--- config.mk ---
export PLATFORM = sky130hd
export DESIGN_NAME = i2c_wb_cmd_seq
export DESIGN_NICKNAME = d
export VERILOG_FILES = /design/src/rtl/i2c_wb_cmd_seq.sv
export SDC_FILE = /design/constraint.sdc
export NUM_CORES = 1
export LEC_CHECK = 0
export BUFFER_PORTS_ARGS = -buffer_cell sky130_fd_sc_hd__buf_2
export CAP_MARGIN = 5
export CORE_AREA = 3 3 105 82
export DETAILED_ROUTE_END_ITERATION = 8
export DIE_AREA = 0 0 108 85
export PLACE_DENSITY = 0.66
export SKIP_LAST_GASP = 1
export SLEW_MARGIN = 10
export SYNTH_ARGS = -nofsm -noshare
export SYNTH_HDL_FRONTEND = slang
export SYNTH_SLANG_ARGS = --single-unit
--- constraint.sdc ---
create_clock -name clk_i -period 2.45 [get_ports clk_i]
set_input_delay 0.1225 -clock clk_i [delete_from_list [all_inputs] [get_ports clk_i]]
set_output_delay 0.1225 -clock clk_i [all_outputs]
set_load 0.01 [all_outputs]
--- src/rtl/i2c_wb_cmd_seq.sv ---
// ---------------------------------------------------------------------------
// i2c_wb_cmd_seq
//
// Turns one byte-level I2C request (single write or single read of one byte)
// into the Wishbone register sequence understood by an I2C multi-bus
// controller (CSR=0, DPR=1, CMDR=2). The controller is enabled once (CSR=0xC0)
// and re-enabled after a timeout. Each controller command is followed by a
// wait for irq_i, a CMDR read that clears the interrupt and a status decode.
//
// Ports
//   clk_i, rst_i            clock, asynchronous active-low reset
//   req_valid/req_ready     request handshake
//   req_rw/addr/data/bus    request payload (req_rw=1 is a read)
//   rsp_valid/data/status   one-cycle response pulse (0 OK, 1 NAK, 2 AL, 3 ERR)
//   cyc_o..dat_o, dat_i,    Wishbone master towards the controller
//   ack_i, irq_i
//   dbg_state               current sequencer state, for checkers
//
// Handshake: a request transfers on a rising edge where req_valid and
// req_ready are both high. req_ready is high only while idle; the payload is
// captured on that edge and later payload changes are ignored. rsp_valid is a
// single-cycle pulse that cannot be back-pressured.
// ---------------------------------------------------------------------------
module i2c_wb_cmd_seq #(
    parameter int WB_ADDR_WIDTH  = 2,
    parameter int WB_DATA_WIDTH  = 8,
    parameter int I2C_ADDR_WIDTH = 7,
    parameter int NUM_I2C_BUSSES = 1,
    parameter int TIMEOUT_CYCLES = 65535,
    localparam int BUS_W = $clog2(NUM_I2C_BUSSES) + 1
) (
    input  logic                      clk_i,
    input  logic                      rst_i,
    input  logic                      req_valid,
    output logic                      req_ready,
    input  logic                      req_rw,
    input  logic [I2C_ADDR_WIDTH-1:0] req_addr,
    input  logic [7:0]                req_data,
    input  logic [BUS_W-1:0]          req_bus,
    output logic                      rsp_valid,
    output logic [7:0]                rsp_data,
    output logic [1:0]                rsp_status,
    output logic                      cyc_o,
    output logic                      stb_o,
    output logic                      we_o,
    output logic [WB_ADDR_WIDTH-1:0]  adr_o,
    output logic [WB_DATA_WIDTH-1:0]  dat_o,
    input  logic [WB_DATA_WIDTH-1:0]  dat_i,
    input  logic                      ack_i,
    input  logic                      irq_i,
    output logic [3:0]                dbg_state
);

    localparam int CNT_W = $clog2(TIMEOUT_CYCLES + 1);
    localparam logic [CNT_W-1:0] CNT_LAST = CNT_W'(TIMEOUT_CYCLES - 1);

    localparam logic [WB_ADDR_WIDTH-1:0] ADR_CSR  = WB_ADDR_WIDTH'(0);
    localparam logic [WB_ADDR_WIDTH-1:0] ADR_DPR  = WB_ADDR_WIDTH'(1);
    localparam logic [WB_ADDR_WIDTH-1:0] ADR_CMDR = WB_ADDR_WIDTH'(2);

    localparam logic [WB_DATA_WIDTH-1:0] CSR_EN      = WB_DATA_WIDTH'(8'hC0);
    localparam logic [WB_DATA_WIDTH-1:0] CMD_WRITE   = WB_DATA_WIDTH'(8'd1);
    localparam logic [WB_DATA_WIDTH-1:0] CMD_READNAK = WB_DATA_WIDTH'(8'd3);
    localparam logic [WB_DATA_WIDTH-1:0] CMD_START   = WB_DATA_WIDTH'(8'd4);
    localparam logic [WB_DATA_WIDTH-1:0] CMD_STOP    = WB_DATA_WIDTH'(8'd5);
    localparam logic [WB_DATA_WIDTH-1:0] CMD_SETBUS  = WB_DATA_WIDTH'(8'd6);

    localparam logic [1:0] ST_OK  = 2'd0;
    localparam logic [1:0] ST_NAK = 2'd1;
    localparam logic [1:0] ST_AL  = 2'd2;
    localparam logic [1:0] ST_ERR = 2'd3;

    typedef enum logic [3:0] {
        S_IDLE, S_EN, S_BUS_DPR, S_BUS_CMD, S_WAIT, S_START, S_ADR_DPR,
        S_ADR_CMD, S_DATA_DPR, S_DATA_CMD, S_RD_DPR, S_STOP, S_RESP
    } state_t;

    // Which command the WAIT state is waiting on; selects where to resume.
    typedef enum logic [2:0] {P_BUS, P_START, P_ADR, P_DATA, P_STOP} phase_t;

    state_t state, state_d;
    phase_t phase, phase_d;

    logic                      enabled;
    logic [CNT_W-1:0]          wait_cnt;
    logic                      lat_rw;
    logic [I2C_ADDR_WIDTH-1:0] lat_addr;
    logic [7:0]                lat_data;
    logic [BUS_W-1:0]          lat_bus;
    logic [7:0]                rd_data;
    logic [1:0]                status_r, status_d;

    logic                      done;
    logic                      launch;
    logic                      acc_we;
    logic [WB_ADDR_WIDTH-1:0]  acc_adr;
    logic [WB_DATA_WIDTH-1:0]  acc_dat;
    logic                      accept, set_en, clr_en, cnt_inc, cnt_clr, cap_rd;
    logic [1:0]                irq_code;

    assign done = cyc_o && ack_i;

    // CMDR status decode. Arbitration loss wins because no STOP may follow it;
    // an interrupt with DON clear and no error flag is treated as an error.
    always_comb begin
        irq_code = ST_ERR;
        if (dat_i[5])      irq_code = ST_AL;
        else if (dat_i[4]) irq_code = ST_ERR;
        else if (dat_i[6]) irq_code = ST_NAK;
        else if (dat_i[7]) irq_code = ST_OK;
    end

    always_ff @(posedge clk_i or negedge rst_i) begin
        if (!rst_i) begin
            state <= S_IDLE;
            phase <= P_BUS;
        end else begin
            state <= state_d;
            phase <= phase_d;
        end
    end

    // Every access state launches its access when the bus is idle (the first
    // cycle in a state is always idle, which gives the inter-access gap) and
    // advances on the cycle ack_i is sampled.
    always_comb begin
        state_d  = state;
        phase_d  = phase;
        status_d = status_r;
        launch   = 1'b0;
        acc_we   = 1'b1;
        acc_adr  = ADR_CSR;
        acc_dat  = '0;
        accept   = 1'b0;
        set_en   = 1'b0;
        clr_en   = 1'b0;
        cnt_inc  = 1'b0;
        cnt_clr  = 1'b0;
        cap_rd   = 1'b0;
        case (state)
            S_IDLE: begin
                if (req_valid) begin
                    accept   = 1'b1;
                    status_d = ST_OK;
                    state_d  = enabled ? S_BUS_DPR : S_EN;
                end
            end
            S_EN: begin
                acc_adr = ADR_CSR;
                acc_dat = CSR_EN;
                launch  = !cyc_o;
                if (done) begin
                    set_en  = 1'b1;
                    state_d = S_BUS_DPR;
                end
            end
            S_BUS_DPR: begin
                acc_adr = ADR_DPR;
                acc_dat = WB_DATA_WIDTH'(lat_bus);
                launch  = !cyc_o;
                if (done) state_d = S_BUS_CMD;
            end
            S_BUS_CMD: begin
                acc_adr = ADR_CMDR;
                acc_dat = CMD_SETBUS;
                launch  = !cyc_o;
                if (done) begin
                    phase_d = P_BUS;
                    state_d = S_WAIT;
                end
            end
            S_START: begin
                acc_adr = ADR_CMDR;
                acc_dat = CMD_START;
                launch  = !cyc_o;
                if (done) begin
                    phase_d = P_START;
                    state_d = S_WAIT;
                end
            end
            S_ADR_DPR: begin
                acc_adr = ADR_DPR;
                acc_dat = WB_DATA_WIDTH'({lat_addr, lat_rw});
                launch  = !cyc_o;
                if (done) state_d = S_ADR_CMD;
            end
            S_ADR_CMD: begin
                acc_adr = ADR_CMDR;
                acc_dat = CMD_WRITE;
                launch  = !cyc_o;
                if (done) begin
                    phase_d = P_ADR;
                    state_d = S_WAIT;
                end
            end
            S_DATA_DPR: begin
                acc_adr = ADR_DPR;
                acc_dat = WB_DATA_WIDTH'(lat_data);
                launch  = !cyc_o;
                if (done) state_d = S_DATA_CMD;
            end
            S_DATA_CMD: begin
                acc_adr = ADR_CMDR;
                acc_dat = lat_rw ? CMD_READNAK : CMD_WRITE;
                launch  = !cyc_o;
                if (done) begin
                    phase_d = P_DATA;
                    state_d = S_WAIT;
                end
            end
            S_RD_DPR: begin
                acc_we  = 1'b0;
                acc_adr = ADR_DPR;
                launch  = !cyc_o;
                if (done) begin
                    cap_rd  = 1'b1;
                    state_d = S_STOP;
                end
            end
            S_STOP: begin
                acc_adr = ADR_CMDR;
                acc_dat = CMD_STOP;
                launch  = !cyc_o;
                if (done) begin
                    phase_d = P_STOP;
                    state_d = S_WAIT;
                end
            end
            S_WAIT: begin
                acc_we  = 1'b0;
                acc_adr = ADR_CMDR;
                if (!cyc_o) begin
                    if (irq_i) begin
                        launch  = 1'b1;
                        cnt_clr = 1'b1;
                    end else if (wait_cnt == CNT_LAST) begin
                        // Controller is unresponsive: force re-enable next time.
                        cnt_clr  = 1'b1;
                        clr_en   = 1'b1;
                        status_d = ST_ERR;
                        state_d  = S_RESP;
                    end else begin
                        cnt_inc = 1'b1;
                    end
                end else if (ack_i) begin
                    if (phase == P_STOP) begin
                        // A failure reported by STOP must not hide an earlier one.
                        state_d = S_RESP;
                        if (status_r == ST_OK) status_d = irq_code;
                    end else if (irq_code == ST_OK) begin
                        case (phase)
                            P_BUS:   state_d = S_START;
                            P_START: state_d = S_ADR_DPR;
                            P_ADR:   state_d = lat_rw ? S_DATA_CMD : S_DATA_DPR;
                            P_DATA:  state_d = lat_rw ? S_RD_DPR : S_STOP;
                            default: state_d = S_STOP;
                        endcase
                    end else if (irq_code == ST_AL) begin
                        status_d = ST_AL;
                        state_d  = S_RESP;
                    end else begin
                        status_d = irq_code;
                        state_d  = S_STOP;
                    end
                end
            end
            S_RESP: begin
                state_d = S_IDLE;
            end
            default: begin
                state_d = S_IDLE;
            end
        endcase
    end

    always_ff @(posedge clk_i or negedge rst_i) begin
        if (!rst_i) begin
            enabled  <= 1'b0;
            wait_cnt <= '0;
            lat_rw   <= 1'b0;
            lat_addr <= '0;
            lat_data <= '0;
            lat_bus  <= '0;
            rd_data  <= '0;
            status_r <= ST_OK;
            cyc_o    <= 1'b0;
            stb_o    <= 1'b0;
            we_o     <= 1'b0;
            adr_o    <= '0;
            dat_o    <= '0;
        end else begin
            status_r <= status_d;
            if (accept) begin
                lat_rw   <= req_rw;
                lat_addr <= req_addr;
                lat_data <= req_data;
                lat_bus  <= req_bus;
            end
            if (set_en)      enabled <= 1'b1;
            else if (clr_en) enabled <= 1'b0;
            if (cnt_clr)      wait_cnt <= '0;
            else if (cnt_inc) wait_cnt <= wait_cnt + CNT_W'(1);
            if (accept)      rd_data <= 8'h00;
            else if (cap_rd) rd_data <= dat_i[7:0];
            if (launch) begin
                cyc_o <= 1'b1;
                stb_o <= 1'b1;
                we_o  <= acc_we;
                adr_o <= acc_adr;
                dat_o <= acc_dat;
            end else if (done) begin
                cyc_o <= 1'b0;
                stb_o <= 1'b0;
                we_o  <= 1'b0;
                adr_o <= '0;
                dat_o <= '0;
            end
        end
    end

    assign req_ready  = (state == S_IDLE);
    assign rsp_valid  = (state == S_RESP);
    assign rsp_status = rsp_valid ? status_r : ST_OK;
    assign rsp_data   = (rsp_valid && lat_rw && status_r == ST_OK) ? rd_data : 8'h00;
    assign dbg_state  = state;

endmodule

==> qor.yml, run 1 <==
outcome: "complete, no violations"
worstPathMaxFanout: 8
synth-seq-area-share_pct: 46.1
critical_path_class: "reg2out"
min_delay_path_depth: 2
drive_gt1_share_pct: 30.0
dominantRegCellSynth: "dfrtp_1"
dieWidth_um: 108
antenna_found_initial: 0
wl_met1_um: 4330
place_inst: 497
antenna_left: 0
drt-wirelength-per-cell_um: 16.7
vdd_ir_drop_max_v: 0.000490
async_reset_ff_share_pct: 100
yosys_warnings: 0
timing.rr.end: "dbg_state[3]"
rr_worst_depth: 7
synth_cell_types: 61
hpwlAfterDp_um: 6310
synth_area_um2: 3420
regArea_um2: 1580
final_util_pct: 54.0
cp-end-kind: "output pin"
syn_nets: 374
viasPerCell: 5.63
fill_cells: 681
drtIter0Drc: 291
hp-class: "in2reg"
rsz0062_at_grt: "no"
grt_pass1_wl_um: 14600
slew-limit-headroom_pct: 32.6
synth_mux_area_share_pct: 11.5
layout.cells.most_common_list: "dfrtp_1, buf_2, nand2_1"
die_area_um2: 9180
avgSynthCellArea_um2: 10.0
mostFrequentLayoutCell: "dfrtp_1"
stdcell_count: 525
grt_pass1_vias: 2774
multi_input_area_um2: 1730
whs_endpoint: "lat_addr[0]"
synth_fa_ha_area_share_pct: 0.732
nets: 448
die_y_um: 85
netlist_instances: 342
clockBufferDepth: 2
numClockSinks: 63
hold_slack_ns: 0.0192
hp-start: "req_addr[0]"
io_pins: 59
overflow: 0
drv_cap: 0
finalClockSkew_ns: 0.00744
gp_congestion: 0.906
startpoint_type: "register"
synth_top_family_by_area: "simple AND/OR/NAND/NOR gates"
worstPathRequired_ns: 2.33
post-route-period-util_pct: 92.3
via_count: 2954
fin_crit_ns: 2.26
diodes: 0
cts-root-buf: "clkbuf_8"
timing.setup.tns_ns: 0
synth_compound_area_share_pct: 16.5
port_buffers: 58
grt_max_degree: 64
r2r_start: "wait_cnt[0]"
drtPass1Iterations: 5
worst_ep_arrival_time_ns: 2.14
track_usage_pct: 20.4
wl_met3_um: 596
wl_met2_um: 3730
rrSetupSlack_ns: 0.30
core_area_um2: 7740
clkSlewWorstSetupHoldPaths_ns: 0.07
cts_buffers: 9
tritoncts: "done"
drc_errors: 0
drt_wl_total_um: 8790
synth_xor_area_share_pct: 0.256
p_leak_nw: 1.91
start_util_pct: 44.2
synth_edf_count: 0
ys_ff_latch: 63
highest_layer: "met4"
setup_violations: 0
clkLatencyLatePin_ns: 0.34
max_freq_mhz: 442
htreeDepth: 3
yosys.area_share.simple_pct: 21.5
tightestPinTransition_ns: 1.01
drv_slew: 0
hold_violations: 0
area_growth_pct: 22.2
num_rows: 28
pwr_density_cell_nw_per_um2: 1060
==> cells in the mapped netlist (all sizes together) (2+ instances only) <==
cell type	count	area share [%]
nor2b	2	0.37
or3	3	0.55
nand3	10	1.6
dfrtp	63	46
buf	9	1.5
clkbuf	11	1.2
nand2b	3	0.55
nand2	30	3.3
a22oi	5	1.1
nor3	18	3.6
nor4	3	0.99
a21oi	16	2.3
or2	4	0.73
a22o	11	2.8
a221oi	2	0.69
o22ai	5	0.91
nor2	26	2.9
and3	7	1.3
a311oi	2	0.51
mux2	23	7.7
o21a	3	0.69
mux2i	13	3.8
nand4	6	1.3
ha	2	0.73
a31oi	7	1.3
inv	6	0.66
nand4b	2	0.51
o31ai	2	0.44
o21ai	19	2.8
and2	12	2.2
==> what timing repair did <==
item / in CTS / in global routing
endpoints found under the setup margin: 0 / 8
hold buffers: 13 / 0
resized for setup: 0 / 2
hold endpoints to repair: 75 / 0
buffers inserted: 0 / 0
==> critical path, stage by stage (launching register included) <==
cell and delay (ns):
dfrtp_1 0.47, or2_0 0.37, nor2_1 0.30, and3_1 0.35
and2_1 0.18, buf_2 0.13
==> per-layer routing <==
metal,global-route usage [%],up-vias
met5,0,-
met4,6.42,0
met3,5.70,10
met2,27.9,112
met1,31.2,1424
li1,-,1408
==> how the worst max path moves through the flow <==
stage	startpoint	cells past startpoint	to	slack, ns
detailed placement	wait_cnt[0]	7	dbg_state[1]	0.31
global route	dbg_state[1]	5	rsp_data[7]	0.08
floorplan	wait_cnt[0]	7	dbg_state[0]	0.45
CTS	dbg_state[2]	6	rsp_data[0]	0.12
finish	dbg_state[1]	5	rsp_data[5]	0.19
global placement	wait_cnt[0]	7	dbg_state[3]	0.37
==> power breakdown <==
| part | internal [mW] | leakage, nW | switching (mW) |
|---|---|---|---|
| clock network | 0.518 | 0.0985 | 0.390 |
| registers | 1.40 | 0.806 | 0.311 |
| logic | 0.832 | 1.00 | 0.967 |
==> state kept, by name, summed over array words and instances (netlist names) <==
name	count
status_r	2
phase	3
lat_bus	1
stb_o	1
wait_cnt	16
dbg_state	4
lat_rw	1
lat_addr	7
adr_o	2
dat_o	8
lat_data	8
we_o	1
enabled	1
rd_data	8
==> cell type report <==
type | instances | area share (%)
Clock buffer | 12 | 3.71
Clock inverter | 3 | 1.02
Inverter | 6 | 0.539
Multi-Input combinational cell | 253 | 41.3
Sequential cell | 63 | 37.8
Tap cell | 105 | 3.14
Timing Repair Buffer | 83 | 12.5
==> cells by family after synthesis <==
group	count (synthesis)
fa+ha+maj	2
xor+xnor	1
simple gates	131
compound gates	83
mux	36
flops	63
buf+inv	26
==> per-stage QoR <==
step                      area (µm²)  setup slack, ns  total power, mW
after detailed placement        3850            0.307             3.49
after CTS                       4180            0.117             4.43
final                           4180            0.189             4.42
after global placement          3850            0.372             3.45
after floorplan                 3420            0.446             2.94
after global routing            4180           0.0779             4.74
(Power assumes the default switching activity.)
==> run 2, diff against run 1 <==
--- a/config.mk
+++ b/config.mk
@@ -10,7 +10,7 @@
 export CORE_AREA = 3 3 105 82
 export DETAILED_ROUTE_END_ITERATION = 8
 export DIE_AREA = 0 0 108 85
-export PLACE_DENSITY = 0.66
+export PLACE_DENSITY = 0.64
 export SKIP_LAST_GASP = 1
 export SLEW_MARGIN = 10
 export SYNTH_ARGS = -nofsm -noshare
==> run 2 against run 1 <==
  * Routed wire length is 1.3% lower
  * Critical path depth stayed put
  * Core utilization is 0.15 points higher
  * Worst hold slack better by 0.0037 ns
  * Fmax is 1.5% higher
  * Sequential share of layout area is 0.16 points lower
  * Setup slack better by 0.033 ns
  * Via count is 0.54% higher
  * Global-route usage is 0.62 points lower
  * Sequential power hardly changed
  * Total power is 1.3% higher
==> qor.yml, run 2 (synthesis results as in run 1) <==
outcome: "complete, no violations"  # unchanged
largest_reg_flops: 16  # unchanged
p_switching_mw: 1.70  # was 1.67 mW
via_count: 2970  # was 2954
rsz0062_at_grt: "no"  # unchanged
htreeDepth: 3  # unchanged
hold_violations: 0  # unchanged
track_usage_pct: 19.8  # was 20.4%
clockBufferDepth: 2  # unchanged
vdd_ir_drop_max_v: 0.000481  # was 0.000490 V
worstPathRequired_ns: 2.33  # about the same
clkSlewWorstSetupHoldPaths_ns: 0.07  # about the same
grt_pass1_vias: 2768  # was 2774
area_growth_pct: 22.6  # was 22.2%
fill_cells: 687  # was 681
tightestPinTransition_ns: 0.912  # was 1.01 ns
viasPerCell: 5.65  # was 5.63
tritoncts: "done"  # unchanged
switching_share_pct: 37.9  # was 37.8%
fin_crit_ns: 2.23  # was 2.26 ns
clkLatencyLatePin_ns: 0.36  # was 0.34 ns
startpoint_type: "register"  # unchanged
drtIter0Drc: 141  # was 291
io_pins: 59  # unchanged
antenna_left: 0  # unchanged
drtPass1Iterations: 5  # unchanged
worstPathMaxFanout: 16  # was 8
stdcell_count: 526  # was 525
worst_ep_arrival_time_ns: 2.11  # was 2.14 ns
pwr-share-comb_pct: 40.1  # was 40.7%
finalClockSkew_ns: 0.0153  # was 0.00744 ns
mostFrequentLayoutCell: "dfrtp_1"  # unchanged
timing.setup.tns_ns: 0  # unchanged
num_rows: 28  # unchanged
hpwlAfterDp_um: 6230  # was 6310 µm
drv_slew: 0  # unchanged
critical_path_class: "reg2out"  # unchanged
gp_congestion: 0.850  # was 0.906
hp-class: "in2reg"  # unchanged
regArea_um2: 1580  # about the same
numClockSinks: 63  # unchanged
post-route-period-util_pct: 91.0  # was 92.3%
core_area_um2: 7740  # unchanged
cp-end-kind: "output pin"  # unchanged
seq_power_share_pct: 37.4  # was 38.7%
diodes: 0  # unchanged
max_freq_mhz: 449  # was 442 MHz
clockPowerShare_pct: 22.5  # was 20.6%
drive_gt1_share_pct: 29.7  # was 30.0%
multi_input_area_um2: 1730  # unchanged
cts_resized: 0  # unchanged
setup_violations: 0  # unchanged
largest-register: "wait_cnt"  # unchanged
drt-wirelength-per-cell_um: 16.5  # was 16.7 µm
cts_buffers: 9  # unchanged
rr_worst_depth: 7  # unchanged
die_area_um2: 9180  # unchanged
pre_cts_slack_ns: 0.292  # was 0.307 ns
final_util_pct: 54.2  # was 54.0%
port_buffers: 58  # unchanged
intPower_mw: 2.78  # was 2.75 mW
drc_errors: 0  # unchanged
dieWidth_um: 108  # unchanged
p_leak_nw: 1.91  # about the same
slew-limit-headroom_pct: 39.2  # was 32.6%
start_util_pct: 44.2  # unchanged
drv_cap: 0  # unchanged
drt_wl_total_um: 8680  # was 8790 µm
place_inst: 496  # was 497
cts-root-buf: "clkbuf_8"  # unchanged
overflow: 0  # unchanged
pwr_density_cell_nw_per_um2: 1070  # was 1060 nW/µm²
min_delay_path_depth: 2  # unchanged
layout.cells.most_common_list: "dfrtp_1, buf_2, nand2_1"  # unchanged
nets: 448  # unchanged
grt_pass1_wl_um: 14300  # was 14600 µm
antenna_found_initial: 0  # unchanged
setup_slack_ns: 0.221  # was 0.189 ns
grt_max_degree: 29  # was 64
die_y_um: 85  # unchanged
==> run 2: cell types whose count changed in the layout (fill, tap and decap cells not counted), moves of 2 or more <==
cell      delta
dfrtp_2      -2
clkinv_4     +2
clkbuf_8     -2
dfrtp_1      +2
==> run 2: per-stage QoR <==
| step | instance area [µm²] | hold slack (ns) | power (mW) |
|---|---|---|---|
| 4_1_cts | 4190 | 0.00379 | 4.50 |
| 3_5_place_dp | 3830 | 0.162 | 3.47 |
| 6_report | 4190 | 0.0230 | 4.48 |
| 2_1_floorplan | 3420 | -0.173 | 2.94 |
| 3_3_place_gp | 3830 | 0.164 | 3.42 |
| 5_1_grt | 4190 | 0.00126 | 4.78 |
==> run 2: worst max-delay path, cell delays in order (launching register included) <==
cell     delay (ns)
dfrtp_1        0.71
nand2_1        0.24
nor2_1         0.20
and3_1         0.31
and2_1         0.17
buf_2          0.13
==> run 2: power groups by stage <==
stage	clock network (mW)	logic [mW]	registers (mW)
4_1_cts	1.03	1.80	1.67
3_5_place_dp	0	1.77	1.69
3_3_place_gp	0	1.74	1.67
5_1_grt	1.07	1.98	1.72
2_1_floorplan	0	1.27	1.66
6_report	1.01	1.80	1.68
==> run 2: final cells by class <==
cell class	instances	share of cell area (%)
inverters	6	0.537
repair buffers	83	12.2
clock inverters	7	2.33
multi-input cells	253	41.2
clock buffers	9	2.95
well taps	105	3.13
flip-flops and latches	63	37.6
==> run 2: path summary, 6_finish.rpt <==
check / start / to / slack (ns)
max: dbg_state[3] / rsp_data[4] / 0.22
min: req_data[3] / lat_data[3] / 0.02
max reg2reg: wait_cnt[0] / dbg_state[2] / 0.30
max in group asynchronous: rst_i / rd_data[4] / 1.43
min reg2reg: adr_o[1] / adr_o[1] / 0.50
min in group asynchronous: rst_i / lat_data[7] / 0.30
==> run 2: what timing repair did <==
| item | 4_1_cts | 5_1_grt |
|---|---|---|
| endpoints found under the hold margin | 39 | 0 |
| setup buffers | 0 | 0 |
| hold buffers | 14 | 0 |
==> run 2: routing by layer <==
metal	track usage (%)	up-vias	part of all wire, %
met2	28.6	104	45
met4	4.13	0	0.33
met1	29.5	1441	49
met5	0	-	0
li1	-	1419	-
met3	6.01	6	5.9
